File: src/rtl/alu_requant.sv
`default_nettype none
// ============================================================================
//  Module   : alu_requant
//  Purpose  : Two-stage requantizer for A*B+C results. Stage 1 rounds
//             (half toward +inf) and drops SH fractional bits; stage 2
//             saturates to DW_OUT bits. Valid/ready on both sides, sticky
//             overflow flag with synchronous clear.
//  Options  : define ALU_REQUANT_SAT_CNT_EN to add the 16-bit sat_cnt output
//             (count of saturated beats, sticks at 0xFFFF, cleared by ovf_clr).
//  Revision : 1.0 - initial release
// ============================================================================
module alu_requant #(
    parameter int DW_IN   = 48,
    parameter int INT_IN  = 1,
    parameter int DW_OUT  = 24,
    parameter int INT_OUT = 0
) (
    input  logic              clk,
    input  logic              n_rst,
    input  logic [DW_IN-1:0]  din,
    input  logic              din_valid,
    output logic              din_ready,
    output logic [DW_OUT-1:0] dout,
    output logic              dout_valid,
    input  logic              dout_ready,
    input  logic              ovf_clr,
    output logic              ovf_sticky
`ifdef ALU_REQUANT_SAT_CNT_EN
    ,
    output logic [15:0]       sat_cnt
`endif
);

    localparam int c_flt_in  = DW_IN - INT_IN - 1;
    localparam int c_flt_out = DW_OUT - INT_OUT - 1;
    localparam int c_sh      = c_flt_in - c_flt_out;
    // din sign-extended by one bit so adding the rounding constant never wraps
    localparam int c_sum_w   = DW_IN + 1;
    // width of the rounded value once the SH fractional bits are dropped
    localparam int c_rnd_w   = c_sum_w - c_sh;
    localparam logic [c_sum_w-1:0] c_round = c_sum_w'(1) << (c_sh - 1);
    localparam logic [DW_OUT-1:0]  c_pos_max = {1'b0, {(DW_OUT-1){1'b1}}};
    localparam logic [DW_OUT-1:0]  c_neg_min = {1'b1, {(DW_OUT-1){1'b0}}};

    // A format that needs a left shift or gains integer bits cannot be
    // handled by a pure round-and-clamp path, so refuse to elaborate.
    generate
        if (c_sh < 1 || INT_OUT > INT_IN) begin : g_bad_params
            $error("alu_requant: need FLT_IN > FLT_OUT and INT_OUT <= INT_IN");
        end
    endgenerate

    // ------------------------------------------------------------------
    // Pipeline state
    // ------------------------------------------------------------------
    logic                      s1_valid_q, s1_valid_d;
    logic [c_rnd_w-1:0]        s1_data_q,  s1_data_d;
    logic                      s2_valid_q, s2_valid_d;
    logic [DW_OUT-1:0]         s2_data_q,  s2_data_d;
    logic                      ovf_q,      ovf_d;

    // ------------------------------------------------------------------
    // Combinational datapath / handshake
    // ------------------------------------------------------------------
    logic [c_sum_w-1:0]        w_sum;
    logic [c_rnd_w-1:0]        w_rnd;
    logic                      w_unused_frac;
    logic [c_rnd_w-DW_OUT:0]   w_hi;
    logic                      w_pos_ovf;
    logic                      w_neg_ovf;
    logic [DW_OUT-1:0]         w_clamp;
    logic                      w_s2_free;
    logic                      w_s1_adv;
    logic                      w_sat_enter;

    // Round half toward +inf: add half an output LSB, keep the upper bits.
    // Keeping the top bits of the sum is the arithmetic right shift by SH.
    assign w_sum         = {din[DW_IN-1], din} + c_round;
    assign w_rnd         = w_sum[c_sum_w-1:c_sh];
    assign w_unused_frac = ^w_sum[c_sh-1:0];

    // Bits above the output sign must all copy the sign, else the value
    // does not fit and is clamped toward the side its sign indicates.
    assign w_hi      = s1_data_q[c_rnd_w-1:DW_OUT-1];
    assign w_pos_ovf = ~s1_data_q[c_rnd_w-1] & (|w_hi);
    assign w_neg_ovf =  s1_data_q[c_rnd_w-1] & ~(&w_hi);

    // Stage 2 can take a beat when empty or when its beat is leaving now;
    // stage 1 can take a beat when empty or when it hands off to stage 2.
    assign w_s2_free   = ~s2_valid_q | dout_ready;
    assign w_s1_adv    = ~s1_valid_q | w_s2_free;
    assign w_sat_enter = s1_valid_q & w_s2_free & (w_pos_ovf | w_neg_ovf);

    assign din_ready  = w_s1_adv;
    assign dout       = s2_data_q;
    assign dout_valid = s2_valid_q;
    assign ovf_sticky = ovf_q;

    // Saturating clamp of the stage-1 result onto the output width
    always_comb begin
        w_clamp = s1_data_q[DW_OUT-1:0];
        if (w_pos_ovf) begin
            w_clamp = c_pos_max;
        end else if (w_neg_ovf) begin
            w_clamp = c_neg_min;
        end
    end

    // Next-state for both pipeline stages and the sticky overflow flag
    always_comb begin
        s1_valid_d = s1_valid_q;
        s1_data_d  = s1_data_q;
        s2_valid_d = s2_valid_q;
        s2_data_d  = s2_data_q;
        if (w_s1_adv) begin
            s1_valid_d = din_valid;
            if (din_valid) begin
                s1_data_d = w_rnd;
            end
        end
        if (w_s2_free) begin
            s2_valid_d = s1_valid_q;
            if (s1_valid_q) begin
                s2_data_d = w_clamp;
            end
        end
        // a saturation landing on the same edge as a clear keeps the flag set
        ovf_d = w_sat_enter | (ovf_q & ~ovf_clr);
    end

    // Pipeline and flag registers; reset discards anything in flight
    always_ff @(posedge clk or posedge n_rst) begin
        if (n_rst) begin
            s1_valid_q <= 1'b0;
            s1_data_q  <= '0;
            s2_valid_q <= 1'b0;
            s2_data_q  <= '0;
            ovf_q      <= 1'b0;
        end else begin
            s1_valid_q <= s1_valid_d;
            s1_data_q  <= s1_data_d;
            s2_valid_q <= s2_valid_d;
            s2_data_q  <= s2_data_d;
            ovf_q      <= ovf_d;
        end
    end

`ifdef ALU_REQUANT_SAT_CNT_EN
    logic [15:0] sat_cnt_q, sat_cnt_d;

    // Saturation counter: increments stick at all-ones, an increment on the
    // clearing edge restarts the count at one
    always_comb begin
        sat_cnt_d = sat_cnt_q;
        if (w_sat_enter) begin
            if (ovf_clr) begin
                sat_cnt_d = 16'd1;
            end else if (sat_cnt_q != 16'hFFFF) begin
                sat_cnt_d = sat_cnt_q + 16'd1;
            end
        end else if (ovf_clr) begin
            sat_cnt_d = 16'd0;
        end
    end

    // Saturation counter register
    always_ff @(posedge clk or posedge n_rst) begin
        if (n_rst) begin
            sat_cnt_q <= 16'd0;
        end else begin
            sat_cnt_q <= sat_cnt_d;
        end
    end

    assign sat_cnt = sat_cnt_q;
`endif

endmodule
`default_nettype wire

File: config.mk
export PLATFORM = sky130hd
export DESIGN_NAME = alu_requant
export DESIGN_NICKNAME = d
export VERILOG_FILES = /design/src/rtl/alu_requant.sv
export SDC_FILE = /design/constraint.sdc
export NUM_CORES = 1
export LEC_CHECK = 0
export CAP_MARGIN = 15
export CORE_ASPECT_RATIO = 0.8
export CORE_MARGIN = 2
export CORE_UTILIZATION = 25
export DETAILED_ROUTE_END_ITERATION = 10
export PLACE_DENSITY = 0.55
export SLEW_MARGIN = 15
export SYNTH_ARGS = -nofsm -noshare
export SYNTH_HDL_FRONTEND = slang
export SYNTH_SLANG_ARGS = --single-unit
File: constraint.sdc
create_clock -name clk -period 1.5 [get_ports clk]
set_input_delay 0.3 -clock clk [delete_from_list [all_inputs] [get_ports clk]]
set_output_delay 0.3 -clock clk [all_outputs]
set_load 0.02 [all_outputs]
* Word level (Yosys, flattened, before mapping) *
Index checks and enable logic that the tools add are counted.

word-level totals
  register bits = 53
  input bits = 53
  output and inout bits = 27
  word-level logic and storage cells = 26

operators by class
  add/subtract/negate cells = 1
  multiplexer cells = 2
  bitwise logic cells = 14
  reduce and logical (&&, ||, !) cells = 4

operators by type and width
  operator                count
  $add 48x24->49 const B  1
  $mux 24                 2
  $and 1x1->1             5
  $not 1->1               5
  $or 1x1->1              4
  $reduce_and 2->1        2
  $reduce_and 3->1        1
  $reduce_or 3->1         1

* Logic depth before layout (Yosys ltp) *
  depth after elaboration = 6
  gate-level depth with buffers = 6
  gate-level depth less buffers = 5

* Least setup slack after synthesis *
OpenSTA, ideal clock, no wires.

  path kind = in2reg
  start point = input din[29]
  end point = register s1_data_q[19]
  setup time = 82 ps
  arrival time = 1708 ps
  required time = 1418 ps
  slack = -290 ps
  stages on the path = 5
  buffers on the path = 1
  cell sequence = nand4_4 -> or4_1 -> buf_2 -> or4_1 -> a31oi_1

between the ends
  word-level cells in the longest chain between the ends = 1

ends and longest elaborated chain
  element               RTL line  text
  from (decl)           20        input logic [DW_IN-1:0] din,
  $add 48x24->49        78        assign w_sum = {din[DW_IN-1], din} + c_round;
  to (signal assigned)  141       s1_data_q <= s1_data_d;
  to (decl)             57        logic [c_rnd_w-1:0] s1_data_q, s1_data_d;

Every way passes these cells.
A chain may end at the register's enable or synchronous reset.

* Worst setup path in the final report *
  start point = input din[36]
  end point = register s1_data_q[22]

Same word-level chain as after synthesis.

==> flow_summary.ini <==
[status]
outcome = complete, but fails checks
violations = setup timing

[detailed_routing]
antenna_left = 0
dr.pass1.iters = 4
vias = 2449
drt-wirelength-per-cell_um = 13.5
drc = 0
routed_wl_um = 7310
drt_iter0_markers = 139
vias_per_cell = 4.53

[cts]
insertion_delay_ns = 0.29
clock-sinks = 53
cts_hold_buffers = 0
htree_levels = 2
clockBufferDepth = 2
path_clk_slew_ns = 0.07
cts_root_buf = clkbuf_16
cts_inserted_buffers = 5
cts_tree = yes

[power_and_ir_drop]
p_clk_frac = 0.305
finalPower_w = 0.00441
p_int_w = 0.00305
power_density_mw_per_mm2 = 1100
combPwrFrac = 0.272
leakage_nw = 1.74
peakVddDrop_mv = 0.428
sw_frac_of_total = 0.308
p_sw_w = 0.00136
seqPwrFrac = 0.424

[synthesis]
yosys_most_used_dff = dfrtp_1
synth_top_area_frac = 0.513
ys_ff_latch = 53
async_reset_ff_frac = 1.00
synth_largest_area_cell = dfrtp_1
yosysWarnings = 0
syn_area_mm2 = 0.00258
yosys.cell_types.count = 36
ys_seq_area_frac = 0.513
synth_edf_count = 0
syn_nets = 341
synthCells = 287
syn_avg_cell_area_um2 = 9.01
synth.top_cells.by_area = dfrtp_1 51%, nand2_1 7.3%, o21ai_0 7.0%

[place]
dpl.hpwl_um = 5450
port_buffers = 57
place_ws_ns = -0.920
numPlacedInstances = 523
routabilityCongestion = 0.781

[worst_setup_path]
worstPathMaxFanout = 6
crit_top_cell = or4_4
r2r_start = dout_valid$_DFFE_PP0P_
crit_chain = buf_8 > nand4_1 > or4_4 > or4_4 > a31oi_1
cp-startpoint = din[36]
worstPathArrival_ns = 1.84
startpoint_type = input port
cp.required_ns = 1.71
cpMaxStageDelayCell = or4_4
endpoint_kind = register
cp_slowest_stage_delay_ns = 0.61
path_class = in -> reg

[floorplan]
dieWidth_um = 118
core_area_mm2 = 0.0102
rows = 33
io_pins = 80
dieArea_mm2 = 0.0112
die_y_um = 95.0
initial_utilization = 0.254

[timing]
final_hold_viol_count = 0
fin_worst_skew_ns = 0.00461
timing.final.ws_setup_ns = -0.132
rsz0062_at_grt = true
finalCriticalPeriod_ns = 1.63
min_period_over_period = 1.09
max_freq_mhz = 613
setup_viol = 9
hold_slack_ns = 0.395
totalNegativeSetupSlack_ns = -0.643
tightest_slew_ns = 0.330
slew_headroom = 0.778
drv_slew = 0

[final_layout]
n_antenna_cell = 0
final_cells = 541
num-nets-final = 454
drive_gt1_frac = 0.277
syn2layout_area_growth_pct = 54.5

[job]
max-cap-violations = 0

[min_path]
hp-class = in -> reg
worstHoldStart = din[36]

[global_route]
grt.overflow.total = 0
grt_pass1_wl_um = 11900
antenna_found_initial = 0
grt_max_degree = 54
grt_pass1_vias = 2348
track_usage = 0.134
==> power groups by stage <==
stage | Clock, W | Combinational (W) | Sequential [W]
finish | 0.00134 | 0.00120 | 0.00187
global route | 0.00143 | 0.00132 | 0.00190
CTS | 0.00137 | 0.00120 | 0.00187
detailed placement | 0 | 0.00131 | 0.00191
global placement | 0 | 0.00129 | 0.00190
floorplan | 0 | 0.000404 | 0.00208
==> per-stage QoR <==
stage / util / instance area [µm²]
floorplan: - / 2610
global placement: 0.363 / 3690
detailed placement: 0.363 / 3690
CTS: 0.387 / 3930
global route: 0.393 / 4000
finish: 0.393 / 4000
==> path summary, 6_finish.rpt <==
kind / to / slack (ns) / cells after the start
max: s1_data_q[22]$_DFFE_PP0P_ / -0.13 / 5
min: s1_data_q[13]$_DFFE_PP0P_ / 0.40 / 4
max reg2reg: s1_data_q[13]$_DFFE_PP0P_ / 0.17 / 4
min reg2reg: dout[2]$_DFFE_PP0P_ / 0.48 / 2
max in group asynchronous: dout_valid$_DFFE_PP0P_ / 0.83 / 3
min in group asynchronous: dout[2]$_DFFE_PP0P_ / 0.43 / 3
==> flip-flops by register name (all words and copies together) (netlist names) <==
| name | flops |
|---|---|
| dout_valid | 1 |
| dout | 24 |
| s1_data_q | 26 |
| ovf_sticky | 1 |
| s1_valid_q | 1 |
==> synth_stat cells (2+ instances only) <==
cell type,n
xnor2_1,6
buf_6,4
nand2_1,50
clkbuf_1,10
and2_1,3
o31ai_1,6
nor2_1,36
nand4_1,6
or4_1,8
a31oi_1,10
xor2_1,6
nand3_1,12
nand2b_1,3
nor3_1,2
or3_1,4
o21ai_1,4
dfrtp_1,53
o211ai_1,2
inv_1,4
nor4_1,3
o21ai_0,36
and3_1,5
==> worst max-delay path, delay by kind of cell <==
family          cells  cell delay [ns]
buf+inv             1             0.08
compound gates      1             0.14
simple gates        3             1.31
==> placed cells by master, fill, tap and decap left out, types with 5 or more instances in the layout <==
cell	n
buf_4	60
dfrtp_1	52
nand2_1	48
nor2_1	36
o21ai_0	36
dlygate4sd2_1	32
nand3_1	11
clkdlybuf4s50_1	11
a31oi_1	10
nand4_1	6
xnor2_1	6
xor2_1	6
or4_4	5
clkbuf_16	5
buf_6	5
==> cell families after synthesis <==
logic type / share of synthesized area
buf+inv: 0.0426
xor+xnor: 0.0407
fa+ha+maj: 0.00484
compound gates: 0.135
mux: 0.00436
flops: 0.513
simple gates: 0.260
==> repair_timing <==
item | 4_1_cts | 5_1_grt
setup endpoints to repair | 47 | 11
resized for setup | 92 | 13
pin swaps | 22 | 15
hold endpoints to repair | 0 | 0
buffers inserted | 5 | 4
gates cloned | 1 | 0
==> routing by layer <==
metal | part of all wire | global-route usage | vias up
met1 | 0.53 | 0.196 | 1154
met2 | 0.42 | 0.202 | 55
li1 | - | - | 1233
met3 | 0.041 | 0.0248 | 7
met4 | 0.010 | 0.0361 | 0
met5 | 0 | 0 | -
==> area by class of cell <==
| type | count | area (µm²) |
|---|---|---|
| Clock buffer | 6 | 139 |
| Clock inverter | 2 | 37.5 |
| Fill cell | 1051 | 6160 |
| Inverter | 4 | 18.8 |
| Multi-Input combinational cell | 215 | 1250 |
| Sequential cell | 53 | 1330 |
| Tap cell | 140 | 175 |
| Timing Repair Buffer | 121 | 1040 |
(Power assumes the default switching activity.)
